$ cat config.mk
export PLATFORM = sky130hd
export DESIGN_NAME = fifo_wr_arbiter
export DESIGN_NICKNAME = d
export VERILOG_FILES = /design/src/rtl/fifo_arb_pkg.sv /design/src/rtl/rr_picker.sv /design/src/rtl/fifo_wr_arbiter.sv
export SDC_FILE = /design/constraint.sdc
export NUM_CORES = 1
export LEC_CHECK = 0
export BUFFER_PORTS_ARGS = -buffer_cell sky130_fd_sc_hd__buf_2
export CAP_MARGIN = 40
export CORE_AREA = 2 2 69 71
export DETAILED_ROUTE_END_ITERATION = 8
export DIE_AREA = 0 0 71 73
export MAX_ROUTING_LAYER = met4
export PLACE_DENSITY = 0.79
export RECOVER_POWER = 50
export SYNTH_ARGS = -nofsm -noshare
export SYNTH_HDL_FRONTEND = slang
export SYNTH_SLANG_ARGS = --single-unit
$ cat constraint.sdc
create_clock -name clk -period 2.1 [get_ports clk]
set_input_delay 0.21 -clock clk [delete_from_list [all_inputs] [get_ports clk]]
set_output_delay 0.21 -clock clk [all_outputs]
set_load 0.1 [all_outputs]
$ cat src/rtl/fifo_arb_pkg.sv
// Shared types and helpers for the FIFO write-port arbiter.
// Optional build macro used by the top: FIFO_WR_ARB_STATS_EN.
package fifo_arb_pkg;

   typedef enum logic [0:0] {
      ARB_IDLE   = 1'b0,
      ARB_LOCKED = 1'b1
   } arb_state_e;

   // Per-requester grant statistics counters
   localparam int unsigned       STAT_W   = 32'd16;
   localparam logic [STAT_W-1:0] STAT_MAX = 16'hFFFF;

   // (base + off) modulo n, for base < n and off < n
   function automatic int unsigned wrap_add(input int unsigned base,
                                            input int unsigned off,
                                            input int unsigned n);
      int unsigned sum;
      sum = base + off;
      if (sum >= n) begin
         sum = sum - n;
      end else begin
         sum = sum;
      end
      return sum;
   endfunction

   // (idx + 1) modulo n, for idx < n
   function automatic int unsigned wrap_inc(input int unsigned idx,
                                            input int unsigned n);
      return wrap_add(idx, 32'd1, n);
   endfunction

endpackage

$ cat src/rtl/rr_picker.sv
// Combinational round-robin picker: first set request bit at or after ptr,
// wrapping past the top index back to zero.
module rr_picker
   import fifo_arb_pkg::*;
#(
   parameter int unsigned N     = 32'd4,
   parameter int unsigned IDX_W = 32'd2
) (
   input  logic [N-1:0]     req_i,
   input  logic [IDX_W-1:0] ptr_i,
   output logic             found_o,
   output logic [IDX_W-1:0] idx_o
);

   logic [IDX_W-1:0] cand_s;

   // Scan N candidates starting at ptr and keep the first one that is requesting
   always_comb begin
      found_o = 1'b0;
      idx_o   = '0;
      cand_s  = '0;
      for (int unsigned k = 32'd0; k < N; k++) begin
         cand_s = IDX_W'(wrap_add(int'(ptr_i), k, N));
         if (!found_o && req_i[cand_s]) begin
            found_o = 1'b1;
            idx_o   = cand_s;
         end else begin
            found_o = found_o;
         end
      end
   end

endmodule

$ cat src/rtl/fifo_wr_arbiter.sv
// Round-robin packet arbiter sharing one FIFO write port among NUM_REQ
// producers. A grant is held until the owner's last word or BURST_MAX beats.
// Define FIFO_WR_ARB_STATS_EN to add per-requester 16-bit grant counters.
module fifo_wr_arbiter
   import fifo_arb_pkg::*;
#(
   parameter int unsigned NUM_REQ    = 32'd4,
   parameter int unsigned DATA_WIDTH = 32'd32,
   parameter int unsigned BURST_MAX  = 32'd4,
   localparam int unsigned IDX_W     = $clog2(NUM_REQ),
   localparam int unsigned CNT_W     = $clog2(BURST_MAX + 32'd1)
) (
   input  logic                          clk,
   input  logic                          rst_n,
   input  logic [NUM_REQ-1:0]            req_valid,
   input  logic [NUM_REQ*DATA_WIDTH-1:0] req_data,
   input  logic [NUM_REQ-1:0]            req_last,
   output logic [NUM_REQ-1:0]            req_ready,
   input  logic                          fifo_full,
   output logic                          fifo_wr,
   output logic [DATA_WIDTH-1:0]         fifo_din,
   output logic [IDX_W-1:0]              grant_id,
   output logic                          busy
`ifdef FIFO_WR_ARB_STATS_EN
   ,
   output logic [NUM_REQ*STAT_W-1:0]     stat_grants
`endif
);

   arb_state_e       state_q, state_d;
   logic [IDX_W-1:0] grant_q, grant_d;
   logic [IDX_W-1:0] rr_ptr_q, rr_ptr_d;
   logic [CNT_W-1:0] beat_cnt_q, beat_cnt_d;

   logic             pick_found_s;
   logic [IDX_W-1:0] pick_idx_s;
   logic             owner_valid_s;
   logic             owner_last_s;
   logic             burst_end_s;

   rr_picker #(
      .N     (NUM_REQ),
      .IDX_W (IDX_W)
   ) u_picker (
      .req_i   (req_valid),
      .ptr_i   (rr_ptr_q),
      .found_o (pick_found_s),
      .idx_o   (pick_idx_s)
   );

   assign owner_valid_s = req_valid[grant_q];
   assign owner_last_s  = req_last[grant_q];
   assign burst_end_s   = ((int'(beat_cnt_q) + 32'd1) == BURST_MAX);

   assign grant_id = grant_q;
   assign busy     = (state_q == ARB_LOCKED);

   // Owner-side handshake and write strobe; zero-cycle path from inputs while locked
   always_comb begin
      req_ready = '0;
      fifo_wr   = 1'b0;
      fifo_din  = req_data[int'(grant_q)*DATA_WIDTH +: DATA_WIDTH];
      if (state_q == ARB_LOCKED) begin
         req_ready[grant_q] = !fifo_full;
         fifo_wr            = owner_valid_s && !fifo_full;
      end else begin
         fifo_wr = 1'b0;
      end
   end

   // Next-state: pick in IDLE, count beats and release in LOCKED
   always_comb begin
      state_d    = state_q;
      grant_d    = grant_q;
      rr_ptr_d   = rr_ptr_q;
      beat_cnt_d = beat_cnt_q;
      case (state_q)
         ARB_IDLE: begin
            if (pick_found_s) begin
               state_d    = ARB_LOCKED;
               grant_d    = pick_idx_s;
               beat_cnt_d = '0;
            end else begin
               state_d = ARB_IDLE;
            end
         end
         ARB_LOCKED: begin
            if (fifo_wr) begin
               beat_cnt_d = beat_cnt_q + CNT_W'(1);
               if (owner_last_s || burst_end_s) begin
                  state_d  = ARB_IDLE;
                  rr_ptr_d = IDX_W'(wrap_inc(int'(grant_q), NUM_REQ));
               end else begin
                  state_d = ARB_LOCKED;
               end
            end else begin
               state_d = ARB_LOCKED;
            end
         end
         default: begin
            state_d = ARB_IDLE;
         end
      endcase
   end

   // Arbiter state registers
   always_ff @(posedge clk or negedge rst_n) begin
      if (!rst_n) begin
         state_q    <= ARB_IDLE;
         grant_q    <= '0;
         rr_ptr_q   <= '0;
         beat_cnt_q <= '0;
      end else begin
         state_q    <= state_d;
         grant_q    <= grant_d;
         rr_ptr_q   <= rr_ptr_d;
         beat_cnt_q <= beat_cnt_d;
      end
   end

`ifdef FIFO_WR_ARB_STATS_EN
   logic [STAT_W-1:0] stat_q [NUM_REQ];

   // Saturating count of IDLE->LOCKED grants per requester
   always_ff @(posedge clk or negedge rst_n) begin
      if (!rst_n) begin
         for (int unsigned i = 32'd0; i < NUM_REQ; i++) begin
            stat_q[i] <= '0;
         end
      end else if ((state_q == ARB_IDLE) && pick_found_s) begin
         if (stat_q[pick_idx_s] != STAT_MAX) begin
            stat_q[pick_idx_s] <= stat_q[pick_idx_s] + 16'd1;
         end else begin
            stat_q[pick_idx_s] <= STAT_MAX;
         end
      end else begin
         stat_q <= stat_q;
      end
   end

   for (genvar gi = 0; gi < NUM_REQ; gi++) begin : g_stat
      assign stat_grants[gi*STAT_W +: STAT_W] = stat_q[gi];
   end
`endif

endmodule

==> out/qor.tcl <==
set qor(status) {complete, no violations}
set qor(synth_area_in_compound_gates_pct) 7.85
set qor(detailed_place.area_sq_um) 2360
set qor(synth-adder-area-share_pct) 5.48
set qor(detail_route.iter0.violations) 22
set qor(synthTopCellsByCount) {34 x mux4_2, 8 x dfrtp_1, 6 x ha_1, 6 x inv_1}
set qor(syn_area_per_cell_sq_um) 13.7
set qor(postSynth.topFlopCell) {dfrtp_1}
set qor(netlist_area_pre_place_sq_um) 1370
set qor(seq_area_frac_synth_pct) 14.6
set qor(worstMarginPinSlew_ns) 1.15
set qor(ys_types) 34
set qor(initial_core_util_pct) 30.2
set qor(drt_wl_total_um) 5670
set qor(dr.pass1.iters) 4
set qor(final_design_area_no_fill_sq_um) 2420
set qor(yosysMostFrequentCell) {mux4_2}
set qor(worstHoldPathType) {in2reg}
set qor(final.fill_count) 414
set qor(setup_total_negative_slack_ns) 0
set qor(setup.worst_path.class) {reg2out}
set qor(grt_antenna_before_repair) 6
set qor(wire_per_inst_um) 16.8
set qor(grt_overflow_total) 0
set qor(rsz_0062_raised_after_global_routing) {no}
set qor(finalNetCount) 424
set qor(syn_to_final_growth_pct) 77.0
set qor(xor_and_xnor_area_share_after_synthesis_pct) 1.28
set qor(placement.setup.worst_slack_ns) 0.301
set qor(cts_buffers) 3
set qor(post-dp-hpwl_um) 5060
set qor(layout_cells_sized_above_1_pct) 81.3
set qor(fin_ws_ns) 0.0815
set qor(fin_crit_sh_pct) 96.1
set qor(floorplan.die.width_um) 71
set qor(cts_post_setup_buffers_inserted) 0
set qor(synth.ff_latch_count) 8
set qor(first_global_vias) 1732
set qor(synth_area_leader_cell) {mux4_2}
set qor(maxCapViolations) 0
set qor(path_clk_slew_ns) 0.04
set qor(critPathArrivalTime_ns) 1.81
set qor(first_pass_grt_wire_length_um) 8190
set qor(slew_headroom_pct) 23.5
set qor(mappedNetlistNets) 245
set qor(cts.sink_count) 8
set qor(detail_route.vias_per_cell) 5.12
set qor(die_height_um) 73
set qor(grt_util_all_layers_pct) 21.3
set qor(worstPathRequired_ns) 1.89
set qor(setup_viol) 0
set qor(startpoint_type) {flop}
set qor(place.gp.congestion) 0.877
set qor(timing.critical_path.fanout_max) 23
set qor(maxSlewViolCount) 0
set qor(grt_max_degree) 25
set qor(synth-async-reset-ratio_pct) 100
set qor(muxShareOfSynthArea_pct) 59.3
set qor(portBuffers) 178
set qor(post-route-min-period_ns) 2.02
set qor(clk_lat_worst_skew_ns) 0.23
set qor(via_count) 1731
set qor(clock_skew_ns) 0.00582
set qor(synth_top_family_by_area) {multiplexers}
set qor(timing.hold.ws_ns) 0.347
set qor(design.portCount) 179
set qor(ant_nets) 0
set qor(synthesis.yosys.warnings) 0
set qor(synthesis.instances) 100
set qor(cts_tree) {yes}
set qor(drc) 0
set qor(synth_enable_flop_cells) 0
set qor(fp.coreArea_sq_um) 4540
set qor(yosys.area.top_type_share_pct) 55.9
set qor(clock-root-buffer) {clkbuf_8}
set qor(maxClockFrequency_mhz) 495
set qor(clock_tree.htree_level_count) 1
set qor(cp_cell_sequence) {buf_12, mux4_2, clkbuf_2}
set qor(cell_at_the_slowest_stage_of_the_critical_path) {mux4_2}
set qor(placementRows) 25
set qor(design.die.area_sq_um) 5180
set qor(setup.worst_path.end_class) {primary output}
set qor(cpPeakStageDelay_ns) 0.52
set qor(maximum_count_of_clock_buffers_along_a_single_path) 2
set qor(synth.top_cells.by_area) {mux4_2 56%, dfrtp_1 15%, ha_1 5.5%, and2_1 1.8%, inv_1 1.6%}
set qor(simple_gate_portion_of_the_synthesized_area_pct) 6.30
set qor(hold_violation_count_in_the_final_report) 0
-- critical path, delay by kind of cell (launching register included) --
family | cells | cell delay (ns)
multiplexers | 1 | 0.52
flip-flops | 1 | 0.45
buffers and inverters | 2 | 0.59
-- worst paths after layout --
kind	start	to	slack (ns)	depth (start not counted)
worst min-delay path	req_valid[3]	grant_id[1]$_DFFE_PN0P_	0.35	3
worst max-delay path	grant_id[0]$_DFFE_PN0P_	fifo_din[25]	0.08	3
worst max register to register	grant_id[0]$_DFFE_PN0P_	rr_ptr_q[1]$_DFFE_PN0P_	0.30	5
worst min register to register	busy$_DFF_PN0_	beat_cnt_q[0]$_DFFE_PN0P_	0.60	1
min in group asynchronous	rst_n	beat_cnt_q[0]$_DFFE_PN0P_	0.42	2
max in group asynchronous	rst_n	grant_id[1]$_DFFE_PN0P_	1.34	2
-- cell families (layout without fill, tap and decap cells) --
kind of cell / count (synthesis) / in the layout
AND/OR/NAND/NOR: 16 / 16
AO/OA/AOI/OAI: 14 / 14
flip-flops: 8 / 8
adder cells (fa/ha/maj): 6 / 6
buffers and inverters: 16 / 194
multiplexers: 38 / 38
XOR/XNOR: 2 / 2
other: 0 / 6
-- final cells by class --
class | count | area, sq um | area share (%)
flip-flops and latches | 8 | 209 | 8.62
inverters | 8 | 30.0 | 1.24
clock buffers | 4 | 45.0 | 1.86
multi-input cells | 76 | 1100 | 45.3
diodes | 6 | 15.0 | 0.619
well taps | 54 | 67.6 | 2.79
repair buffers | 182 | 960 | 39.6
-- cells in the final DEF, fill, tap and decap left out, types with 4 or more instances in the layout --
master      n
diode_2     6
dfrtp_1     5
mux4_2     34
ha_1        6
clkbuf_2    7
inv_1       6
buf_2     165
nor2_1      4
-- what timing repair did --
item,4_1_cts,5_1_grt
endpoints found under the hold margin,8,0
gates resized for setup,0,3
hold buffers,1,0
setup endpoints to repair,0,15
-- state kept, by name, indices dropped and copies added, names as in the netlist --
signal,flops
beat_cnt_q,3
grant_id,2
rr_ptr_q,2
busy,1
-- per-stage QoR --
| step | utilization, % | std cells |
|---|---|---|
| after floorplan | - | 100 |
| after global placement | 52.1 | 327 |
| after detailed placement | 52.1 | 327 |
| after CTS | 53.4 | 332 |
| after global routing | 53.5 | 338 |
| final | 53.5 | 338 |
-- layer usage --
metal  track usage (%)  vias to the layer above  share of wire, %
li1                  -                      786                 -
met1              25.0                      827                34
met2              33.9                      111                51
met5                 -                        -                 0
met4              6.50                        0               1.4
met3              8.29                        7                13
Power is left out: the tool's default activity adds up to more than one toggle a clock period on the data nets, which glitch-free logic cannot reach.
